==> config.mk <==
export PLATFORM = sky130hd
export DESIGN_NAME = pb_hex_entry
export DESIGN_NICKNAME = d
export VERILOG_FILES = /design/src/rtl/pb_entry_pkg.sv /design/src/rtl/pb_debounce.sv /design/src/rtl/pb_hex_entry.sv
export SDC_FILE = /design/constraint.sdc
export NUM_CORES = 1
export LEC_CHECK = 0
export ABC_AREA = 1
export BUFFER_PORTS_ARGS = -buffer_cell sky130_fd_sc_hd__buf_4
export CORE_MARGIN = 10
export CORE_UTILIZATION = 50
export CTS_BUF_LIST = sky130_fd_sc_hd__clkbuf_8
export CTS_CLUSTER_SIZE = 30
export DETAILED_ROUTE_END_ITERATION = 8
export PLACE_DENSITY = 0.82
export SLEW_MARGIN = 20
export SYNTH_ARGS = -nofsm -noshare
export SYNTH_HDL_FRONTEND = slang
export SYNTH_SLANG_ARGS = --single-unit
==> constraint.sdc <==
create_clock -name hz100 -period 8.8 [get_ports hz100]
set_input_delay 0.44 -clock hz100 [delete_from_list [all_inputs] [get_ports hz100]]
set_output_delay 0.44 -clock hz100 [all_outputs]
set_load 0.1 [all_outputs]
==> src/rtl/pb_entry_pkg.sv <==
// Shared types and constants for the pushbutton hex-entry front end.
package pb_entry_pkg;

  typedef enum logic {
    IDLE    = 1'b0,
    PRESSED = 1'b1
  } entry_state_t;

  localparam int KEY_BKSP   = 16;
  localparam int KEY_ENTER  = 17;
  localparam int NUM_KEYS   = 18;
  localparam int MAX_DIGITS = 8;

  // Nibble value of the (single) hex key set in k; 0 when none is set.
  function automatic logic [3:0] hex_of(input logic [15:0] k);
    hex_of = '0;
    for (int i = 0; i < 16; i++)
      if (k[i]) hex_of = 4'(i);
  endfunction

endpackage

==> src/rtl/pb_debounce.sv <==
// Two-flop synchronizer plus stability counter; strobes once when a new
// input pattern has held for DEBOUNCE_CYCLES samples.
module pb_debounce #(
  parameter int WIDTH           = 18,
  parameter int DEBOUNCE_CYCLES = 2
) (
  input  logic             clk,
  input  logic             rst,
  input  logic [WIDTH-1:0] raw,
  output logic [WIDTH-1:0] stable,
  output logic             stable_edge
);

  localparam logic [3:0] CNT_MAX = 4'(DEBOUNCE_CYCLES);
  localparam logic [3:0] CNT_QUAL = 4'(DEBOUNCE_CYCLES - 1);

  logic [WIDTH-1:0] sync1, k, k_prev;
  logic [3:0]       cnt;
  logic [1:0]       warm;

  // warm holds off qualification until the synchronizer carries real
  // input, so the zeros flushed in by reset never count as a release.
  always_ff @(posedge clk or posedge rst) begin
    if (rst) begin
      sync1  <= '0;
      k      <= '0;
      k_prev <= '0;
      cnt    <= '0;
      warm   <= '0;
    end else begin
      sync1  <= raw;
      k      <= sync1;
      k_prev <= k;
      warm   <= {warm[0], 1'b1};
      if (!warm[1] || k != k_prev)
        cnt <= '0;
      else if (cnt < CNT_MAX)
        cnt <= cnt + 4'd1;
    end
  end

  assign stable      = k;
  assign stable_edge = warm[1] && (k == k_prev) && (cnt == CNT_QUAL);

endmodule

==> src/rtl/pb_hex_entry.sv <==
// Hex keypad entry: debounced key events build a 32-bit word, submitted to
// the core over valid/ready; the in-progress word is exported for display.
module pb_hex_entry
  import pb_entry_pkg::*;
#(
  parameter int DEBOUNCE_CYCLES = 2
) (
  input  logic        hz100,
  input  logic        reset,
  input  logic [20:0] pb,
  output logic [31:0] entry,
  output logic [3:0]  digit_count,
  output logic [31:0] data,
  output logic        valid,
  input  logic        ready
);

  logic [NUM_KEYS-1:0] k;
  logic                stable_edge;
  logic                unused_pb;

  assign unused_pb = ^pb[20:18];

  pb_debounce #(
    .WIDTH          (NUM_KEYS),
    .DEBOUNCE_CYCLES(DEBOUNCE_CYCLES)
  ) u_debounce (
    .clk        (hz100),
    .rst        (reset),
    .raw        (pb[NUM_KEYS-1:0]),
    .stable     (k),
    .stable_edge(stable_edge)
  );

  entry_state_t state, next_state;
  logic         armed;
  logic         fire;
  logic         is_bksp, is_enter;
  logic [3:0]   nibble;

  // armed is clear until the first qualification after reset; a key still
  // held across reset lands in PRESSED without firing.
  always_comb begin
    next_state = state;
    fire       = 1'b0;
    case (state)
      IDLE:
        if (stable_edge && |k) begin
          next_state = PRESSED;
          fire       = armed && !valid && $onehot(k);
        end
      PRESSED:
        if (stable_edge && k == '0)
          next_state = IDLE;
      default: next_state = IDLE;
    endcase
  end

  assign is_bksp  = k[KEY_BKSP];
  assign is_enter = k[KEY_ENTER];
  assign nibble   = hex_of(k[15:0]);

  always_ff @(posedge hz100 or posedge reset) begin
    if (reset) begin
      state <= IDLE;
      armed <= 1'b0;
    end else begin
      state <= next_state;
      armed <= armed | stable_edge;
    end
  end

  always_ff @(posedge hz100 or posedge reset) begin
    if (reset) begin
      entry       <= '0;
      digit_count <= '0;
      data        <= '0;
      valid       <= 1'b0;
    end else if (valid && ready) begin
      valid       <= 1'b0;
      entry       <= '0;
      digit_count <= '0;
    end else if (fire) begin
      if (is_enter) begin
        data  <= entry;
        valid <= 1'b1;
      end else if (is_bksp) begin
        entry <= entry >> 4;
        if (digit_count != '0)
          digit_count <= digit_count - 4'd1;
      end else begin
        entry <= {entry[27:0], nibble};
        if (digit_count != 4'(MAX_DIGITS))
          digit_count <= digit_count + 4'd1;
      end
    end
  end

endmodule

==> results.ini <==
[yosys]
synth_top_area_cell = dfrtp_1
syn_area_um2 = 5700
ys.flop_type = dfrtp_1
synth_top_area_share_pct = 57.5
synth-simple-area-share_pct = 13.5
yosysSeqAreaShare_pct = 57.5
synthTopCellsByCount = nand2_1, dfrtp_1, inv_1
async_flop_share_pct = 100
yosysUniqueCellTypes = 32
synthAdderAreaFrac_pct = 7.42
synthTopCellsByArea = dfrtp_1, nand2_1, inv_1
syn_avg_cell_area_um2 = 9.90
postSynthCellCount = 576
synth_fp_nets = 626
ys_warn_count = 0
synth_top_family_by_area = simple AND/OR/NAND/NOR gates
synth-seq-cells = 131
synth_edf_count = 0
synth_most_common_cell = nand2_1
synth_compound_area_share_pct = 12.3
synthMuxAreaShare_pct = 0
synth-xor-area-share_pct = 1.08

[global_route]
grt_pass1_vias = 4307
grt_max_degree = 74
antenna_found_initial = 0
grt_first_pass_wirelength_um = 21200
grt_usage_pct = 16.3
grt_overflow = 0

[clocking]
clk_latency_ps = 440
cts-root-buf = clkbuf_8
cts_hold_buf = 0
cts.path.max_buffers = 2
cts_buffers = 17
post_cts_buffers = 0
cts_tree = yes
cts_sinks = 131
cts_htree_levels = 4
cts.repair.resized = 0
path_clk_slew_ps = 80

[sta]
setup_viol = 0
fin_crit_ps = 6260
slew_headroom_pct = 41.5
rsz0062_at_grt = no
fmax_mhz = 160
finClkSkew_ps = 11.9
drv_slew = 0
fin_tns_setup_ps = 0
fin_crit_sh_pct = 71.2
hold_viol = 0
worst_slew_pin_slew_ps = 875

[place]
io_buffers = 89
gp_congestion = 0.892
hpwlAfterDp_um = 9020
placed_area_um2 = 6420

[floorplan]
ios = 93
start_util_pct = 51.9
die_y_um = 127
die_width_um = 127
coreArea_um2 = 11000
dieArea_um2 = 16100
placement_rows = 38

[worst_setup_path]
worst-endpoint-required_ps = 9120
critPathCaptureType = flip-flop
worstPathArrival_ps = 6580
crit_path_max_fanout = 49
crit_type = reg -> reg
cp-start-kind = flip-flop
crit_start = u_debounce.stable[11]$_DFF_PP0_
reg2reg_from = u_debounce.stable[11]$_DFF_PP0_

[final_layout]
drive_above_1_share_pct = 23.9
final_area_um2 = 6840
diodes = 0
fill_cells = 847
area_delta_synth_final_pct = 20.1
layout.nets = 714

[routing]
drt_iter0_drc = 349
drc = 0
num_vias = 4227
antenna_left = 0
viasPerCell = 5.17
post_drt_wl_per_cell_um = 15.7
drt_wl_total_um = 12800
firstDrtPassIters = 5

[power]
ir_drop_v = 0.000117
p_leak_uw = 0.00350
p_per_area_nw_per_um2 = 192

[hold_path]
hp-class = in -> async

[outcome]
outcome = completed

[flow_run]
max-cap-violations = 0

## critical path, stage by stage (launching register included)
cell,delay (ps)
dfrtp_1,440
fa_1,550
inv_1,50
fa_1,470
inv_1,50
fa_1,470
inv_1,50
fa_1,450
fa_1,490
inv_1,40
ha_1,200
fa_1,450
nor3_1,230
nand3_1,100
a21oi_1,330
nand4_2,590
nand2_2,910
nand2_1,160
nand2_1,100
nand2_1,40
## cells in the final DEF (no fill, tap or decap), types with 2 or more instances in the layout
master      instances
nand2_1           135
xor2_1              6
buf_4              91
inv_6               2
o21ai_0            43
fa_1               13
clkinv_2            2
o21ai_1            13
ha_1               13
inv_1              77
nor2_1             29
bufinv_16           3
o22ai_1            20
nand3_1            11
nor2_2              2
o21ai_2            23
dfrtp_1           130
a21oi_1            15
clkinvlp_4          2
nor3_1              4
inv_2               8
clkinv_4            2
clkbuf_8           19
## layout make-up
type / count / area [um2] / area share [%]
clock buffers: 19 / 262 / 3.82
clock inverters: 13 / 158 / 2.30
inverters: 84 / 318 / 4.64
multi-input cells: 339 / 1970 / 28.8
flip-flops and latches: 131 / 3280 / 47.9
well taps: 140 / 175 / 2.56
repair buffers: 91 / 683 / 9.98
## flip-flops by register name (all words and copies together) (netlist names), named ones only
name and count:
armed 1, data 32, digit_count 4, entry 32, u_debounce.cnt 4, u_debounce.k_prev 18, u_debounce.stable 18, u_debounce.sync1 18
u_debounce.warm 2, valid 1
## worst paths after layout
kind | slack (ps) | cells past startpoint | to
setup / recovery | 2540 | 19 | digit_count[3]$_DFFE_PP0P_
setup reg to reg | 2540 | 19 | digit_count[3]$_DFFE_PP0P_
min in group hz100 | 110 | 1 | u_debounce.sync1[15]$_DFF_PP0_
hold / removal | 110 | 2 | data[2]$_DFFE_PP0P_
max in group asynchronous | 7310 | 3 | u_debounce.stable[16]$_DFF_PP0_
hold reg to reg | 340 | 0 | u_debounce.warm[1]$_DFF_PP0_
## report_power, final
group | internal, uW | switching, uW
clock network | 295 | 236
registers | 615 | 8.68
logic | 64.9 | 92.8
total | 974 | 337
## per-layer routing
| layer | part of all wire (%) | wire length, um | global-route usage, % | up-vias |
|---|---|---|---|---|
| li1 | - | - | - | 1998 |
| met1 | 42 | 5390 | 19.4 | 2037 |
| met2 | 49 | 6290 | 26.2 | 166 |
| met3 | 6.4 | 821 | 5.00 | 26 |
| met4 | 2.6 | 338 | 8.31 | 0 |
| met5 | 0 | 0 | 0 | - |
## cells by family after synthesis
kind of cell,Yosys count
AND/OR/NAND/NOR,189
flip-flops,131
other,1
AO/OA/AOI/OAI,116
buffers and inverters,106
XOR/XNOR,7
adder cells (fa/ha/maj),26
## per-stage QoR
| stage | util (%) | total power (uW) | setup slack [ps] | std cells | hold slack [ps] |
|---|---|---|---|---|---|
| floorplan | - | 746 | 4090 | 576 | 331 |
| global placement | 58.5 | 774 | 2640 | 785 | 332 |
| detailed placement | 58.5 | 790 | 2570 | 785 | 335 |
| CTS | 62.3 | 1320 | 2560 | 817 | 85.7 |
| global route | 62.3 | 1380 | 2060 | 817 | 67.0 |
| finish | 62.3 | 1310 | 2540 | 817 | 109 |
(Power assumes the default switching activity.)
